## config.mk

```make
export PLATFORM = sky130hd
export DESIGN_NAME = mem_arbiter
export DESIGN_NICKNAME = d
export VERILOG_FILES = /design/src/rtl/mem_arb_pkg.sv /design/src/rtl/arb_rr2.sv /design/src/rtl/mem_arbiter.sv
export SDC_FILE = /design/constraint.sdc
export NUM_CORES = 1
export LEC_CHECK = 0
export BUFFER_PORTS_ARGS = -buffer_cell sky130_fd_sc_hd__clkbuf_2
export CAP_MARGIN = 20
export CELL_PAD_IN_SITES_DETAIL_PLACEMENT = 1
export CELL_PAD_IN_SITES_GLOBAL_PLACEMENT = 1
export CORE_MARGIN = 5
export CORE_UTILIZATION = 38
export CTS_CLUSTER_DIAMETER = 80
export DETAILED_ROUTE_END_ITERATION = 8
export MAX_ROUTING_LAYER = met4
export PLACE_DENSITY = 0.93
export SYNTH_ARGS = -nofsm -noshare
export SYNTH_HDL_FRONTEND = slang
export SYNTH_SLANG_ARGS = --single-unit
```

## constraint.sdc

```tcl
create_clock -name clk -period 3.1 [get_ports clk]
set_clock_uncertainty 0.15 [all_clocks]
set_input_delay 0.465 -clock clk [delete_from_list [all_inputs] [get_ports clk]]
set_output_delay 0.465 -clock clk [all_outputs]
set_load 0.02 [all_outputs]
```

## src/rtl/mem_arb_pkg.sv

```systemverilog
// Shared types and constants for the unified-memory arbiter.
package mem_arb_pkg;

    typedef enum logic [1:0] {
        IDLE,
        ISSUE,
        RESP
    } arb_state_e;

    // Requester indices into the two-bit request/grant vectors.
    localparam logic PORT_IF = 1'b0;
    localparam logic PORT_D  = 1'b1;

endpackage

```

## src/rtl/arb_rr2.sv

```systemverilog
// Two-way grant logic for the fetch and data ports.
// ARB_DATA_PRIORITY_EN selects fixed data-port priority instead of round-robin.
module arb_rr2
    import mem_arb_pkg::*;
(
    input  logic [1:0] req,
    input  logic       last_grant,
    output logic [1:0] grant
);

`ifdef ARB_DATA_PRIORITY_EN
    logic unused_last_grant;
    assign unused_last_grant = last_grant;

    always_comb begin
        grant = 2'b00;
        if (req[PORT_D]) begin
            grant[PORT_D] = 1'b1;
        end else if (req[PORT_IF]) begin
            grant[PORT_IF] = 1'b1;
        end
    end
`else
    always_comb begin
        grant = 2'b00;
        if (&req) begin
            // On a tie the port that was not served last time wins.
            grant[~last_grant] = 1'b1;
        end else begin
            grant = req;
        end
    end
`endif

endmodule

```

## src/rtl/mem_arbiter.sv

```systemverilog
// Shares one single-port memory between the fetch (IF) and load/store (D) ports.
// Define ARB_DATA_PRIORITY_EN for fixed D-over-IF priority; round-robin otherwise.
module mem_arbiter
    import mem_arb_pkg::*;
#(
    parameter int unsigned AW             = 32,
    parameter int unsigned DW             = 32,
    parameter int unsigned TIMEOUT_CYCLES = 64
) (
    input  logic            clk,
    input  logic            reset,
    input  logic            if_req,
    input  logic [AW-1:0]   if_addr,
    output logic [DW-1:0]   if_rdata,
    output logic            if_ack,
    input  logic            d_req,
    input  logic            d_we,
    input  logic [AW-1:0]   d_addr,
    input  logic [DW-1:0]   d_wdata,
    input  logic [DW/8-1:0] d_be,
    output logic [DW-1:0]   d_rdata,
    output logic            d_ack,
    output logic            mem_req,
    output logic            mem_we,
    output logic [AW-1:0]   mem_addr,
    output logic [DW-1:0]   mem_wdata,
    output logic [DW/8-1:0] mem_be,
    input  logic [DW-1:0]   mem_rdata,
    input  logic            mem_ack,
    output logic            err,
    output logic            busy
);

    localparam int unsigned CW = (TIMEOUT_CYCLES > 1) ? $clog2(TIMEOUT_CYCLES) : 1;
    localparam logic [CW-1:0] CNT_LAST =
        CW'((TIMEOUT_CYCLES == 0) ? 0 : TIMEOUT_CYCLES - 1);

    arb_state_e    state_q;
    logic          last_grant_q;
    logic          owner_q;
    logic [CW-1:0] cnt_q;
    logic [1:0]    grant;
    logic          timed_out;

    arb_rr2 u_arb (
        .req        ({d_req, if_req}),
        .last_grant (last_grant_q),
        .grant      (grant)
    );

    // The counter sits on CNT_LAST during the final permitted ISSUE cycle.
    assign timed_out = (TIMEOUT_CYCLES != 0) && (cnt_q == CNT_LAST);
    assign busy      = (state_q != IDLE);

    always_ff @(posedge clk or negedge reset) begin
        if (!reset) begin
            state_q      <= IDLE;
            last_grant_q <= PORT_D;
            owner_q      <= PORT_IF;
            cnt_q        <= '0;
            mem_req      <= 1'b0;
            mem_we       <= 1'b0;
            mem_addr     <= '0;
            mem_wdata    <= '0;
            mem_be       <= '0;
            if_rdata     <= '0;
            d_rdata      <= '0;
            if_ack       <= 1'b0;
            d_ack        <= 1'b0;
            err          <= 1'b0;
        end else begin
            unique case (state_q)
                IDLE: begin
                    if (|grant) begin
                        state_q      <= ISSUE;
                        mem_req      <= 1'b1;
                        cnt_q        <= '0;
                        last_grant_q <= grant[PORT_D];
                        owner_q      <= grant[PORT_D];
                        if (grant[PORT_D]) begin
                            mem_we    <= d_we;
                            mem_addr  <= d_addr;
                            mem_wdata <= d_wdata;
                            mem_be    <= d_be;
                        end else begin
                            mem_we    <= 1'b0;
                            mem_addr  <= if_addr;
                            mem_wdata <= '0;
                            mem_be    <= '1;
                        end
                    end
                end
                ISSUE: begin
                    if (mem_ack || timed_out) begin
                        state_q <= RESP;
                        mem_req <= 1'b0;
                        // A real ack takes precedence over a coincident timeout.
                        err     <= !mem_ack;
                        if (owner_q == PORT_D) begin
                            d_ack   <= 1'b1;
                            d_rdata <= (mem_ack && !mem_we) ? mem_rdata : '0;
                        end else begin
                            if_ack   <= 1'b1;
                            if_rdata <= mem_ack ? mem_rdata : '0;
                        end
                    end else begin
                        cnt_q <= cnt_q + 1'b1;
                    end
                end
                RESP: begin
                    state_q  <= IDLE;
                    if_ack   <= 1'b0;
                    d_ack    <= 1'b0;
                    err      <= 1'b0;
                    if_rdata <= '0;
                    d_rdata  <= '0;
                end
                default: state_q <= IDLE;
            endcase
        end
    end

endmodule
```

==> impl_metrics.py <==
metrics = {
    "placed_design": {
        "dpl-instance-area_um2": 7488,
        "finalWeightedCongestion": 0.7881,
        "port_buffers": 275,
        "hpwl_um": 15520,
    },
    "cts": {
        "tritoncts.num_buffers": 17,
        "cts_setup_buffers": 0,
        "clk_pin_slew_worst_paths_ns": 0.07,
        "tritoncts_clock_tree": "yes",
        "cts_max_path_buffers": 2,
        "cts_root_buf": "clkbuf_16",
        "cts.sinks": 147,
        "cts.hold.buffers_added": 1,
        "insertion_delay_ns": 0.41,
        "clock_tree.htree_level_count": 4,
        "post_cts_resized": 0,
    },
    "cells_and_area": {
        "number_of_fill_cells_in_the_layout": 1726,
        "multiInputGateArea_um2": 2053,
        "final_area_um2": 8041,
        "area.growth.synth_to_final_pct": 35.11,
        "fraction_of_layout_cells_with_a_size_suffix_above_1_pct": 41.76,
        "fin_nets": 910,
        "postLayoutCoreUtil_pct": 52.70,
        "insertedDiodeCount": 0,
        "layout.area.seq_um2": 3680,
    },
    "die": {
        "boundaryPins": 276,
        "start_util_pct": 39.01,
        "die_area_um2": 18270,
        "core-area_um2": 15260,
        "die_height_um": 135.2,
        "std_cell_rows": 45,
        "dieWidth_um": 135.2,
    },
    "power": {
        "irDropWorstVdd_mv": 0.4194,
        "total_leakage_power_nw": 4.181,
        "cellPowerDensity_nw_per_um2": 1113,
        "total_power_mw": 8.952,
    },
    "critical_path": {
        "critical_path_peak_fanout": 33,
        "maximum_cell_stage_delay_along_the_critical_path_ns": 0.59,
        "crit_path_end_kind": "register",
        "timing.critical_path.slowest_stage_cell": "or2_2",
        "worstPathCellList": "nand2b_1 -> or2_2 -> o21ai_0 -> a21oi_1",
        "required_time_at_the_endpoint_of_the_critical_path_ns": 3.26,
        "startpoint_type": "register",
        "data_arrival_time_of_the_worst_path_ns": 2.48,
        "setup.worst_path.class": "register to register",
        "register_to_register_path_setup_slack_ns": 0.78,
        "cell_count_of_the_worst_reg_to_reg_path": 4,
    },
    "timing": {
        "setup-violations-final": 0,
        "timing.final.hold_violations": 0,
        "layout_worst_path_cycle_share_pct": 74.74,
        "worst_slew_pin_slew_ns": 0.7672,
        "rsz0062_at_grt": "no",
        "maxSlewHeadroom_pct": 48.85,
        "post-route-min-period_ns": 2.317,
        "timing_max_transition_violations_final": 0,
        "fin_setup_tns_ns": 0,
        "fin_worst_hold_slack_ns": 0.1097,
        "maxClockFrequency_mhz": 431.6,
    },
    "grt": {
        "antenna_violations_before_repair": 0,
        "maximum_number_of_pins_on_one_net_before_global_route_repair": 88,
        "first_global_vias": 5562,
        "grt_use_total_pct": 23.66,
        "grt-ovfl-total": 0,
        "grt_first_pass_wirelength_um": 32180,
    },
    "synthesis": {
        "synth.lib_cells_used.distinct": 42,
        "synthesized_netlist_cell_count": 506,
        "synth_most_common_cell": "dfrtp_1",
        "synth-main-ff-cell": "dfrtp_1",
        "synth_top_cells_by_count": "146 x dfrtp_1, 77 x nand2_1, 65 x a22o_1",
        "synth.yosys.warnings": 0,
        "synth-seq-cells": 147,
        "ys_async_sr_fraction_pct": 100.0,
        "synthesis.area_per_instance_um2": 11.76,
        "synthDominantCellAreaShare_pct": 61.38,
        "synth_sequential_area_ratio_pct": 61.82,
        "cell_area_after_synthesis_um2": 5952,
        "ys_top_cells_by_area": "dfrtp_1 61%, a22o_1 9.6%, mux2i_1 5.5%, o21ai_0 5.4%, nand2_1 4.9%",
        "post-synth-top-area-cell": "dfrtp_1",
        "mappedNetlistNets": 645,
        "synth-edff-count": 0,
    },
    "routing": {
        "number_of_iterations_in_the_first_detailed_routing_pass": 5,
        "drt_drc_violations_left": 0,
        "avgRoutedWirePerCell_um": 21.07,
        "first_iter_violations": 261,
        "ant_nets": 0,
        "via_count": 5180,
        "via_per_inst": 5.211,
        "detail_route.wirelength_um": 20940,
    },
    "worst_hold_path": {
        "min-delay-path-class": "input port to register",
        "hold_depth": 2,
    },
    "run_status": {
        "outcome": "finished, final reports clean",
    },
    "job": {
        "cap_viol_max_count": 0,
    },
}
[cells in the final DEF, fill, tap and decap left out, drive strengths merged]
cell,Yosys,layout
a21boi,1,1
a21o,1,1
a21oi,33,33
a22o,65,65
a311oi,1,1
a31oi,2,2
and2,1,1
and3,2,2
buf,24,10
clkbuf,15,294
clkinv,0,6
clkinvlp,0,3
dfrtp,146,146
dfstp,1,1
dlygate4sd3,0,1
ha,1,1
inv,3,5
mux2,1,1
mux2i,33,33
nand2,77,77
nand2b,1,1
nand3,2,2
nor2,9,9
nor3,2,2
nor3b,1,1
nor4b,1,1
o21ai,67,67
o22a,4,4
o22ai,1,1
o2bb2ai,2,2
o311ai,1,1
o31a,1,1
o31ai,2,2
o41ai,1,1
or2,3,3
xnor2,1,1
[worst paths after layout]
check | startpoint | end
worst max-delay path | state_q[1]$_DFFE_PN0P_ | if_rdata[12]$_DFFE_PN0P_
worst min-delay path | d_wdata[20] | mem_wdata[20]$_DFFE_PN0P_
worst max register to register | state_q[1]$_DFFE_PN0P_ | if_rdata[12]$_DFFE_PN0P_
worst min register to register | mem_addr[30]$_DFFE_PN0P_ | mem_addr[30]$_DFFE_PN0P_
max in group asynchronous | reset | last_grant_q$_DFFE_PN1P_
min in group asynchronous | reset | d_rdata[27]$_DFFE_PN0P_
[metal layers]
layer / vias to the layer above / wire [um] / GRT usage, % / part of all wire [%]
met5: - / 0 / - / 0
met4: 0 / 372 / 6.607 / 1.8
met3: 25 / 1604 / 6.166 / 7.7
met2: 238 / 10750 / 39.88 / 51
met1: 2555 / 8215 / 28.21 / 39
li1: 2362 / - / - / -
[registers in the layout, indices dropped and copies added, names as in the netlist]
signal	flops
mem_req	1
state_q	2
if_rdata	32
mem_we	1
owner_q	1
if_ack	1
mem_wdata	32
err	1
last_grant_q	1
mem_be	4
mem_addr	32
d_rdata	32
d_ack	1
cnt_q	6
[cells by family (layout without fill, tap and decap cells)]
kind of cell	Yosys count	in the layout	share of synthesized area (%)
compound gates	182	182	20.77
xor+xnor	1	1	0.1472
fa+ha+maj	1	1	0.2102
buf+inv	42	319	4.120
flops	147	147	61.82
mux	34	34	5.739
simple gates	99	99	7.190
[through the flow]
step	setup slack, ns	instances
2_1_floorplan	1.279	506
3_3_place_gp	0.7872	961
3_5_place_dp	0.6485	961
4_1_cts	0.6391	993
5_1_grt	0.6309	994
6_report	0.7831	994
[cell type report]
class / instances / share of cell area (%)
Tap cell: 211 / 3.283
Inverter: 3 / 0.1400
Sequential cell: 147 / 45.76
Clock buffer: 20 / 5.555
Clock inverter: 11 / 1.011
Multi-Input combinational cell: 317 / 25.53
Timing Repair Buffer: 285 / 18.72
[critical path: cells and delay by family (launching register included)]
family | cells | cell delay (ns)
and+or+nand+nor | 2 | 1.11
DFF | 1 | 0.47
AOI/OAI and AO/OA | 2 | 0.47
[power breakdown]
part	leakage [nW]	switching, mW	total [mW]	internal, mW
Clock	0.253	0.818	1.86	1.04
Combinational	2.04	2.49	3.77	1.28
Sequential	1.89	0.567	3.32	2.76
Total	4.18	3.88	8.95	5.08
Power figures use the tool's default switching activity.
